$ cat src/rtl/serial_mag_compare_ctrl.sv
// ----------------------------------------------------------------------------
// serial_mag_compare_ctrl
//
// Bit-serial unsigned magnitude comparator. On an accepted start, both
// operands are loaded into shift registers. They are then walked MSB->LSB,
// one bit per clock, through a single cascaded 1-bit compare slice. The
// slice carries the "equal so far" and "greater so far" terms from the bits
// above.
//
// Flow: IDLE -> RUN (WIDTH cycles) -> DONE -> IDLE or RUN.
//  - busy is high for exactly the RUN cycles.
//  - The DONE state commits eq/gt/lt and raises the one-cycle done pulse.
//    All four are registered, so they appear together in the cycle that
//    follows DONE.
//  - A start seen in DONE is accepted at once, so operations can run
//    back-to-back with no IDLE cycle between them.
//  - The results hold until the next commit.
//
// Optional feature: define SERCMP_EARLY_EXIT_EN to leave RUN at the first
// differing bit. Equal operands still take WIDTH RUN cycles.
// ----------------------------------------------------------------------------
module serial_mag_compare_ctrl #(
    parameter int WIDTH = 8
) (
    input  logic             clk,
    input  logic             rst_n,
    input  logic             start,
    input  logic [WIDTH-1:0] a,
    input  logic [WIDTH-1:0] b,
    output logic             busy,
    output logic             done,
    output logic             eq,
    output logic             gt,
    output logic             lt
);

    localparam int CNT_W = (WIDTH > 1) ? $clog2(WIDTH) : 1;

    typedef enum logic [1:0] {
        IDLE = 2'd0,
        RUN  = 2'd1,
        DONE = 2'd2
    } state_t;

    state_t           state;
    logic [WIDTH-1:0] a_sh;
    logic [WIDTH-1:0] b_sh;
    logic             eq_acc;
    logic             gt_acc;
    logic [CNT_W-1:0] cnt;

    logic             a_bit;
    logic             b_bit;
    logic             eq_step;
    logic             gt_step;
    logic             run_last;
    logic             accept;

    // One step of the cascaded 1-bit compare, plus the RUN exit condition.
    // NOTE: every output of this block is given a value on every path,
    // so no latch is inferred.
    always_comb begin
        a_bit    = a_sh[WIDTH-1];
        b_bit    = b_sh[WIDTH-1];
        eq_step  = eq_acc & ~(a_bit ^ b_bit);
        gt_step  = gt_acc | (eq_acc & a_bit & ~b_bit);
        accept   = start && ((state == IDLE) || (state == DONE));
`ifdef SERCMP_EARLY_EXIT_EN
        run_last = (cnt == '0) || !eq_step;
`else
        run_last = (cnt == '0);
`endif
    end

    // Control FSM with its datapath and registered outputs.
    // NOTE: all state here uses non-blocking assignments, so every
    // right-hand side reads the pre-edge value. The shift registers are
    // ordinary flops, so they can be cleared by reset like the rest.
    always_ff @(posedge clk or negedge rst_n) begin
        if (!rst_n) begin
            state  <= IDLE;
            a_sh   <= '0;
            b_sh   <= '0;
            eq_acc <= 1'b0;
            gt_acc <= 1'b0;
            cnt    <= '0;
            busy   <= 1'b0;
            done   <= 1'b0;
            eq     <= 1'b0;
            gt     <= 1'b0;
            lt     <= 1'b0;
        end else begin
            done <= 1'b0;

            case (state)
                IDLE: begin
                    busy  <= 1'b0;
                    state <= IDLE;
                end

                RUN: begin
                    eq_acc <= eq_step;
                    gt_acc <= gt_step;
                    a_sh   <= a_sh << 1;
                    b_sh   <= b_sh << 1;
                    cnt    <= cnt - 1'b1;
                    if (run_last) begin
                        state <= DONE;
                        busy  <= 1'b0;
                    end
                end

                DONE: begin
                    done  <= 1'b1;
                    eq    <= eq_acc;
                    gt    <= gt_acc;
                    lt    <= ~eq_acc & ~gt_acc;
                    state <= IDLE;
                end

                default: begin
                    state <= IDLE;
                    busy  <= 1'b0;
                end
            endcase

            // Accepting start overrides the IDLE/DONE defaults above. This
            // path serves both a fresh start and a back-to-back start.
            if (accept) begin
                a_sh   <= a;
                b_sh   <= b;
                eq_acc <= 1'b1;
                gt_acc <= 1'b0;
                cnt    <= CNT_W'(WIDTH - 1);
                state  <= RUN;
                busy   <= 1'b1;
            end
        end
    end

endmodule

$ cat config.mk
export PLATFORM = sky130hd
export DESIGN_NAME = serial_mag_compare_ctrl
export DESIGN_NICKNAME = d
export VERILOG_FILES = /design/src/rtl/serial_mag_compare_ctrl.sv
export SDC_FILE = /design/constraint.sdc
export NUM_CORES = 1
export LEC_CHECK = 0
export ABC_AREA = 1
export CAP_MARGIN = 40
export CORE_MARGIN = 1.5
export CORE_UTILIZATION = 50
export CTS_CLUSTER_SIZE = 28
export DETAILED_ROUTE_END_ITERATION = 16
export GPL_TIMING_DRIVEN = 0
export PLACE_DENSITY = 0.75
export SETUP_SLACK_MARGIN = 0.2
export SLEW_MARGIN = 10
export SYNTH_ARGS = -nofsm -noshare
export SYNTH_HDL_FRONTEND = slang
export SYNTH_SLANG_ARGS = --single-unit
export TNS_END_PERCENT = 1
$ cat constraint.sdc
create_clock -name clk -period 1.54 [get_ports clk]
set_input_delay 0.308 -clock clk [delete_from_list [all_inputs] [get_ports clk]]
set_output_delay 0.308 -clock clk [all_outputs]
set_load 0.01 [all_outputs]
# == After elaboration in Yosys (flattened, before gate mapping) ==
# Cells that the tools add are included.
# totals
in_bits,19
register_bits,28
out_inout_bits,5
# op_classes
eq_ne,4
n_bitwise,10
n_reduce_logical,6
add_sub_neg,1
mux,17
# ops
op,count
8-bit 2-to-1 mux,4
1-bit 2-to-1 mux,7
2-bit 2-to-1 mux,3
3-bit 2-to-1 mux,2
1-bit AND,4
1-bit NOT,4
3-bit zero test,1
3-bit != test (second input constant),1
3-bit by 1-bit subtractor with 3-bit output (second input constant),1
2-bit by 1-bit == test with 1-bit output (second input constant),1
2-bit == test (second input constant),1
2-bit zero test,1
2-bit != test (second input constant),1
1-bit case mux with 2 select lines,1
2-bit AND reduction,1
2-bit nonzero test,1
1-bit logical AND,1
1-bit logical OR,1
1-bit bitwise OR,1
1-bit XOR,1

# == Logic depth before layout (Yosys ltp) ==
# Gate-level depths: netlist of the first run.
# depth
word_depth,5
depth_mapped,8
ltp_nobuf,8

# == Worst setup path after synthesis of the first run ==
# OpenSTA, ideal clock, no wires.
# synth_timing
kind,reg-to-reg
from,reg state[1]
to,reg b_sh[7]
path_stages_with_launch,8
path_buffers,1
arrival_ns,0.961
t_required_ns,1.424
path_slack_ns,0.463
cell_sequence,dfrtp_1 -> inv_1 -> nand2_1 -> nand2_2 -> inv_2 -> buf_6 -> nand2_1 -> nand2_1
# synth_via
elab_chain_len,4
word_cells_on_any_way,7
classes_between,2 x eq/ne; 1 x mux; 4 x reduce/logical
# synth_rtl
item,line,rtl
"start, declared",45,state_t state;
"start signal, assigned",81,state <= IDLE;
"start signal, assigned",98,state <= IDLE;
"start signal, assigned",108,state <= DONE;
2-bit == test or 2-bit zero test (tied branches),67,accept = start && ((state == IDLE) || (state == DONE));
1-bit logical OR,67,
1-bit logical AND,67,
8-bit 2-to-1 mux or 2-bit nonzero test (tied branches),--,
"end signal, assigned",105,b_sh <= b_sh << 1;
"end, declared",47,logic [WIDTH-1:0] b_sh;
# Several ways; a longest one is shown, not always the timed one.
# A chain may end at the register's enable or synchronous reset.

# == Worst setup path in the final report of the first run ==
# layout_timing
from,reg busy
to,out busy
# layout_rtl
item,line,rtl
"start, declared",30,"output logic busy,"
"start signal, assigned",87,busy <= 1'b0;
"start signal, assigned",97,busy <= 1'b0;
"start signal, assigned",109,busy <= 1'b0;
# No word-level cell between the ends.

==> summary.md, run 1 <==
| Metric | Value |
|---|---|
| Status | `finished, final reports clean` |
| CORE AREA | `2480 um2` |
| Num rows | `18` |
| Met3 WL | `around 120 um` |
| R2r startpoint | `state[0]` |
| Cell taking the most area after synthesis | `dfrtp_1` |
| Grt ovf | `0` |
| Routability Congestion | `between 0.7 and 0.8` |
| Combinational share of power | `44.0%` |
| Vias in the first global route | `around 1000` |
| Worst hold margin | `between 0.3 and 0.4 ns` |
| Sw Pwr | `approximately 1.1 mW` |
| Met1 WL | `1.02 mm` |
| I/O pins | `24` |
| Startpoint types | `flip-flop` |
| Max IR drop VDD | `1.01 mV` |
| Area delta synth->final | `27.1%` |
| Crit path time final | `roughly 1.3 ns` |
| Clk pin slew, worst setup/hold paths | `0.14 ns` |
| DRC | `0` |
| Top_reg_cell synth | `dfrtp_1` |
| Initial core utilization | `52.4%` |
| Endpoints failing setup | `0` |
| Crit end category | `output port` |
| Mapped Cells | `169` |
| Unrepaired setup endpoints after global routing | `yes` |
| I/O Buffers | `23` |
| R2R Setup Slk | `0.31 ns` |
| Crit path kind | `reg2out` |
| CP max FO | `2` |
| Sink Count | `28` |
| Crit share post-route | `85.0%` |
| Max stage delay cell, worst path | `dfrtp_1` |
| Leak | `0.923 nW` |
| Worst skew pair latency | `0.31 ns` |
| Top-count cell post-synth | `nand2_1` |
| Syn_nets | `between 150 and 200` |
| # diodes | `0` |
| Switching Share | `38.8%` |
| Final antenna-violating net count | `0` |
| Drt first pass iters | `4` |
| Cell area after layout | `about 1700 um2` |
| Layout cells sized above 1 | `9.05%` |
| Seq cells post-synth | `28` |
| DIE AREA | `2910 um2` |
| CP required | `1.23 ns` |
| Largest net degree at the start of global routing | `19` |
| Detail Placement HPWL | `roughly 1.8 mm` |
| TritonCTS clock tree | `done` |
| Synth top cells by count | `94 x nand2_1, 28 x dfrtp_1, 22 x inv_1, 6 x nand3_1, 4 x nor2_1` |
| Die Wd | `54.0 um` |
| Post-synthesis cell area | `between 1000 and 1500 um2` |
| Max clock buf depth | `2` |
| FF-to-FF End | `a_sh[4]` |
| Clk_skew | `between 0.001 and 0.0015 ns` |
| Final #Nets | `221` |
| WL final | `around 2.3 mm` |
| Crit-path leading delay family | `flip-flops` |
| DR WL/cell | `10.2 um` |
| Met2 routed WL | `1.17 mm` |
| Slew HR | `60.4%` |
| Critical path buffers and inverters | `1` |
| CTS H-tree depth | `1` |
| DR iter-0 viols | `17` |
| Clk root buf | `clkbuf_4` |
| Global-route wire length before repair | `between 4 and 5 mm` |
| Clock power share | `12.1%` |
| Post-synth EDFFs | `0` |
| Core Util, Final | `about two thirds` |
| Yosys top cell area share | `a little over half` |
| Final Max Tran Viols | `0` |
| Final worst setup slack | `0.231 ns` |
| Initial antenna violation count | `0` |
| Fmax | `~760 MHz` |
| Top layer reached by signal wires | `met4` |
| Vias/cell | `between 4 and 5` |
| TNS Setup | `0 ns` |
| Cts hold-fix bufs | `0` |
| Synth Warn # | `0` |
| Measured slew at the worst slew-check pin | `0.592 ns` |
| Dpl ws | `-0.0904 ns` |
| Cts bufs inserted | `3` |
| Post-synth ARST share | `100%` |
| Post-synth cell types | `14` |
| Internal power component | `around 1.7 mW` |
| DR vias | `1068` |
| Sequential power share | `roughly 44%` |
| Crit path DAT | `1.00 ns` |
| R2r worst-path depth | `7` |
| Crit-path cells | `dlygate4sd2_1` |
| Top cells by area, synth | `dfrtp_1 54%, nand2_1 27%, inv_1 6.4%, nand3_1 2.3%, ha_1 1.9%` |
| Sequential share of the synthesized area | `53.9%` |
| Max-cap viol count | `0` |
| PwrDens | `between 1500 and 2000 nW/um2` |
| Gr usage total | `19.5%` |
| Mean Syn Cell Area | `7.68 um2` |
| Die Span Y | `54.0 um` |
| Slowest cell delay on critical path | `0.41 ns` |
| Dpl cell area | `approximately 1600 um2` |
| Final Hold Vio Count | `0` |
| HP Class | `in2async` |
==> registers in the layout (all words and copies together) (netlist names) <==
name / count
cnt: 3
state: 2
gt_acc: 1
a_sh: 8
b_sh: 8
busy: 1
done: 1
eq_acc: 1
lt: 1
gt: 1
eq: 1
==> cell type report <==
cell class / count / area, um2
Fill cell: 229 / 827
Sequential cell: 28 / 702
Multi-Input combinational cell: 114 / 485
Timing Repair Buffer: 26 / 269
Inverter: 24 / 90.1
Tap cell: 30 / 37.5
Clock buffer: 4 / 36.3
Buffer: 3 / 30.0
==> how the worst max path moves through the flow <==
stage	from	end	slack, ns	cells past startpoint
floorplan	state[1]	b_sh[7]	0.46	7
global placement	rst_n	a_sh[3]	-0.23	1
detailed placement	start	b_sh[2]	-0.09	8
CTS	eq	eq	0.22	1
global route	gt	gt	0.17	1
finish	busy	busy	0.23	1
==> stage by stage <==
stage	cells	power, mW
after floorplan	169	2.11
after global placement	222	2.44
after detailed placement	223	2.51
after CTS	228	2.84
after global routing	229	3.15
final	229	2.84
==> per-layer routing <==
layer	vias to the layer above	global-route usage, %
li1	558	-
met1	487	23.0
met2	21	35.4
met3	2	2.50
met4	0	7.69
met5	-	0
==> what timing repair did <==
action | 4_1_cts | 5_1_grt
resized for setup | 5 | 5
cloned | 0 | 0
pin swaps | 0 | 0
buffers inserted | 1 | 1
endpoints found under the setup margin | 5 | 15
==> cells by family (layout without fill, tap and decap cells) <==
kind of cell	Yosys count	after routing	synth area share, %
AND/OR/NAND/NOR	108	108	32.9
AO/OA/AOI/OAI	4	4	1.93
buffers and inverters	27	57	9.25
flip-flops	28	28	53.9
adder cells (fa/ha/maj)	2	2	1.93
==> power by group through the flow <==
| stage | sequential, mW | combinational, mW | clock [mW] |
|---|---|---|---|
| 6_report | 1.25 | 1.25 | 0.343 |
| 5_1_grt | 1.29 | 1.47 | 0.388 |
| 4_1_cts | 1.24 | 1.24 | 0.353 |
| 3_5_place_dp | 1.26 | 1.26 | 0 |
| 3_3_place_gp | 1.24 | 1.20 | 0 |
| 2_1_floorplan | 1.24 | 0.875 | 0 |
==> cell usage in the layout, fill, tap and decap left out <==
cell type        count
buf_6                2
clkbuf_4             3
buf_4                3
dlygate4sd2_1        3
dfrtp_2              1
clkbuf_8             1
clkdlybuf4s15_1      2
o21a_1               2
dfrtp_1             27
nand2_2              3
nor2_4               2
ha_1                 2
nand3_1              6
inv_2                2
nand2_1             93
o21ai_0              2
buf_16               1
clkdlybuf4s50_1     18
inv_1               22
nor2_1               4
No activity file was read; power rests on OpenSTA's default activity.
==> inputs of run 2 (changes only) <==
Settings changed: CAP_MARGIN 40 to not set.
==> run 2 against run 1 <==
  * Worst setup slack got worse by 0.0055 ns
  * Non-clock buffer count unchanged
  * Sequential power barely moved
  * First-iteration DRC count shrank 5.9%
  * Wire length decreased by 2.7%
  * Clock skew grew 0.0026 ns
  * Sequential share of layout area rose by 0.68 points
  * Cell count is the same
  * Clock power is 3% higher
  * Flip-flop and latch count stayed put
  * Largest power group is now combinational logic
  * Highest routed layer unchanged
==> summary.md, run 2 (synthesis gave the netlist of run 1 again) <==
| Metric | Value |
|---|---|
| Drt first pass iters | `4` |
| Crit end category | `output port` |
| Vias/cell | `4.73` |
| Gr usage total | `19.1%` |
| Global-route wire length before repair | `a little over 4 mm` |
| Grt ovf | `0` |
| Most common cell after layout, fill and taps aside | `nand2_1` |
| WL final | `2.26 mm` |
| R2R Setup Slk | `0.30 ns` |
| Crit-path cells | `dlygate4sd2_1` |
| Leak | `about 0.92 nW` |
| Critical path buffers and inverters | `1` |
| PwrDens | `1740 nW/um2` |
| Crit-path leading delay family | `flip-flops` |
| Max stage delay cell, worst path | `dfrtp_1` |
| I/O Buffers | `23` |
| Sink Count | `28` |
| Clk pin slew, worst setup/hold paths | `0.14 ns` |
| Clk root buf | `clkbuf_4` |
| Max-cap viol count | `0` |
| Slowest cell delay on critical path | `0.40 ns` |
| R2r worst-path depth | `6` |
| Max clock buf depth | `2` |
| Initial core utilization | `between 50% and 60%` |
| CP required | `1.23 ns` |
| Cell area after layout | `approximately 1600 um2` |
| DP Cell Count | `between 200 and 250` |
| Startpoint types | `flip-flop` |
| Endpoints failing setup | `0` |
| TritonCTS clock tree | `done` |
| Crit path kind | `reg2out` |
| # diodes | `0` |
| Largest registers | `a_sh (8), b_sh (8), cnt (3)` |
| HP Class | `reg2reg` |
| Crit share post-route | `approximately 85%` |
| Routability Congestion | `0.740` |
| Clk_skew | `0.00379 ns` |
| Fmax | `761 MHz` |
| Core Util, Final | `around two thirds` |
| Cts bufs inserted | `3` |
| Hold Path End | `b_sh[2]` |
| Final #Nets | `221` |
| Hold Path Stages | `2` |
| Crit path time final | `approximately 1.3 ns` |
| Crit path DAT | `1.01 ns` |
| Die Span Y | `54.0 um` |
| Final Hold Vio Count | `0` |
| Largest net degree at the start of global routing | `29` |
| CP max FO | `2` |
| Die Wd | `54.0 um` |
| R2r startpoint | `state[0]` |
| Commonest non-fill, non-tap cells in the layout | `93 x nand2_1, 28 x dfrtp_1, 22 x inv_1` |
| TNS Setup | `0 ns` |
| Max IR drop VDD | `1.11 mV` |
| DR vias | `1084` |
| CORE AREA | `2480 um2` |
| Worst hold start | `b_sh[2]` |
| Worst skew pair latency | `0.33 ns` |
| Status | `finished, final reports clean` |
| Final antenna-violating net count | `0` |
| Slew HR | `59.1%` |
| Initial antenna violation count | `0` |
| Unrepaired setup endpoints after global routing | `yes` |
| Vias in the first global route | `1013` |
| Final Max Tran Viols | `0` |
| Num rows | `18` |
| Measured slew at the worst slew-check pin | `0.613 ns` |
| Dpl cell area | `1570 um2` |
| I/O pins | `24` |
| DR iter-0 viols | `16` |
| DRC | `0` |
| Non-Filler Instances | `229` |
| Layout cells sized above 1 | `8.54%` |
| Detail Placement HPWL | `1.73 mm` |
| CTS H-tree depth | `1` |
| DIE AREA | `2910 um2` |
| Area delta synth->final | `24.9%` |
| FF-to-FF End | `b_sh[2]` |
| DR WL/cell | `9.88 um` |
[run 2: changes by cell type in the layout (fill, tap and decap cells not counted), sizes merged]
cell and delta:
clkdlybuf4s50 -1, dlygate4sd3 +1
[run 2: area by class of cell]
| class | count | area [um2] |
|---|---|---|
| fill | 223 | 856 |
| sequential | 28 | 701 |
| multi-input combinational | 114 | 480 |
| timing repair buffer | 26 | 246 |
| inverter | 24 | 90.1 |
| tap | 30 | 37.5 |
| clock buffer | 4 | 36.3 |
| buffer | 3 | 30.0 |
[run 2: worst max-delay path by stage]
| stage | slack (ns) | depth (start not counted) | end | startpoint |
|---|---|---|---|---|
| after floorplan | 0.46 | 7 | b_sh[7] | state[1] |
| after global placement | -0.23 | 1 | a_sh[3] | rst_n |
| after detailed placement | -0.22 | 1 | a_sh[3] | rst_n |
| after CTS | 0.21 | 1 | lt | lt |
| after global routing | 0.18 | 1 | lt | lt |
| final | 0.23 | 1 | lt | lt |
[run 2: what timing repair did]
item / 4_1_cts / 5_1_grt
resized for setup: 7 / 2
hold buffers: 0 / 1
endpoints found under the hold margin: 0 / 28
setup buffers: 1 / 1
endpoints found under the setup margin: 33 / 14
[run 2: per-layer routing]
metal / vias to the layer above / track usage (%) / routed length [um]
li1: 558 / - / -
met3: 5 / 3.61 / 119
met4: 0 / 6.41 / 34
met5: - / 0 / 0
met2: 24 / 32.3 / 1080
met1: 497 / 24.4 / 1030
[run 2: metrics by stage]
stage	setup slack, ns	power [mW]	hold WS, ns
2_1_floorplan	0.463	2.11	0.0124
3_3_place_gp	-0.232	2.44	0.453
3_5_place_dp	-0.222	2.50	0.465
4_1_cts	0.207	2.84	0.356
5_1_grt	0.176	3.13	0.507
6_report	0.225	2.82	0.496
[run 2: report_power, final]
group / internal (mW) / leakage [nW] / switching (mW) / total, mW
clock network: 0.145 / 0.0210 / 0.209 / 0.354
logic: 0.533 / 0.552 / 0.705 / 1.24
registers: 1.05 / 0.345 / 0.180 / 1.23
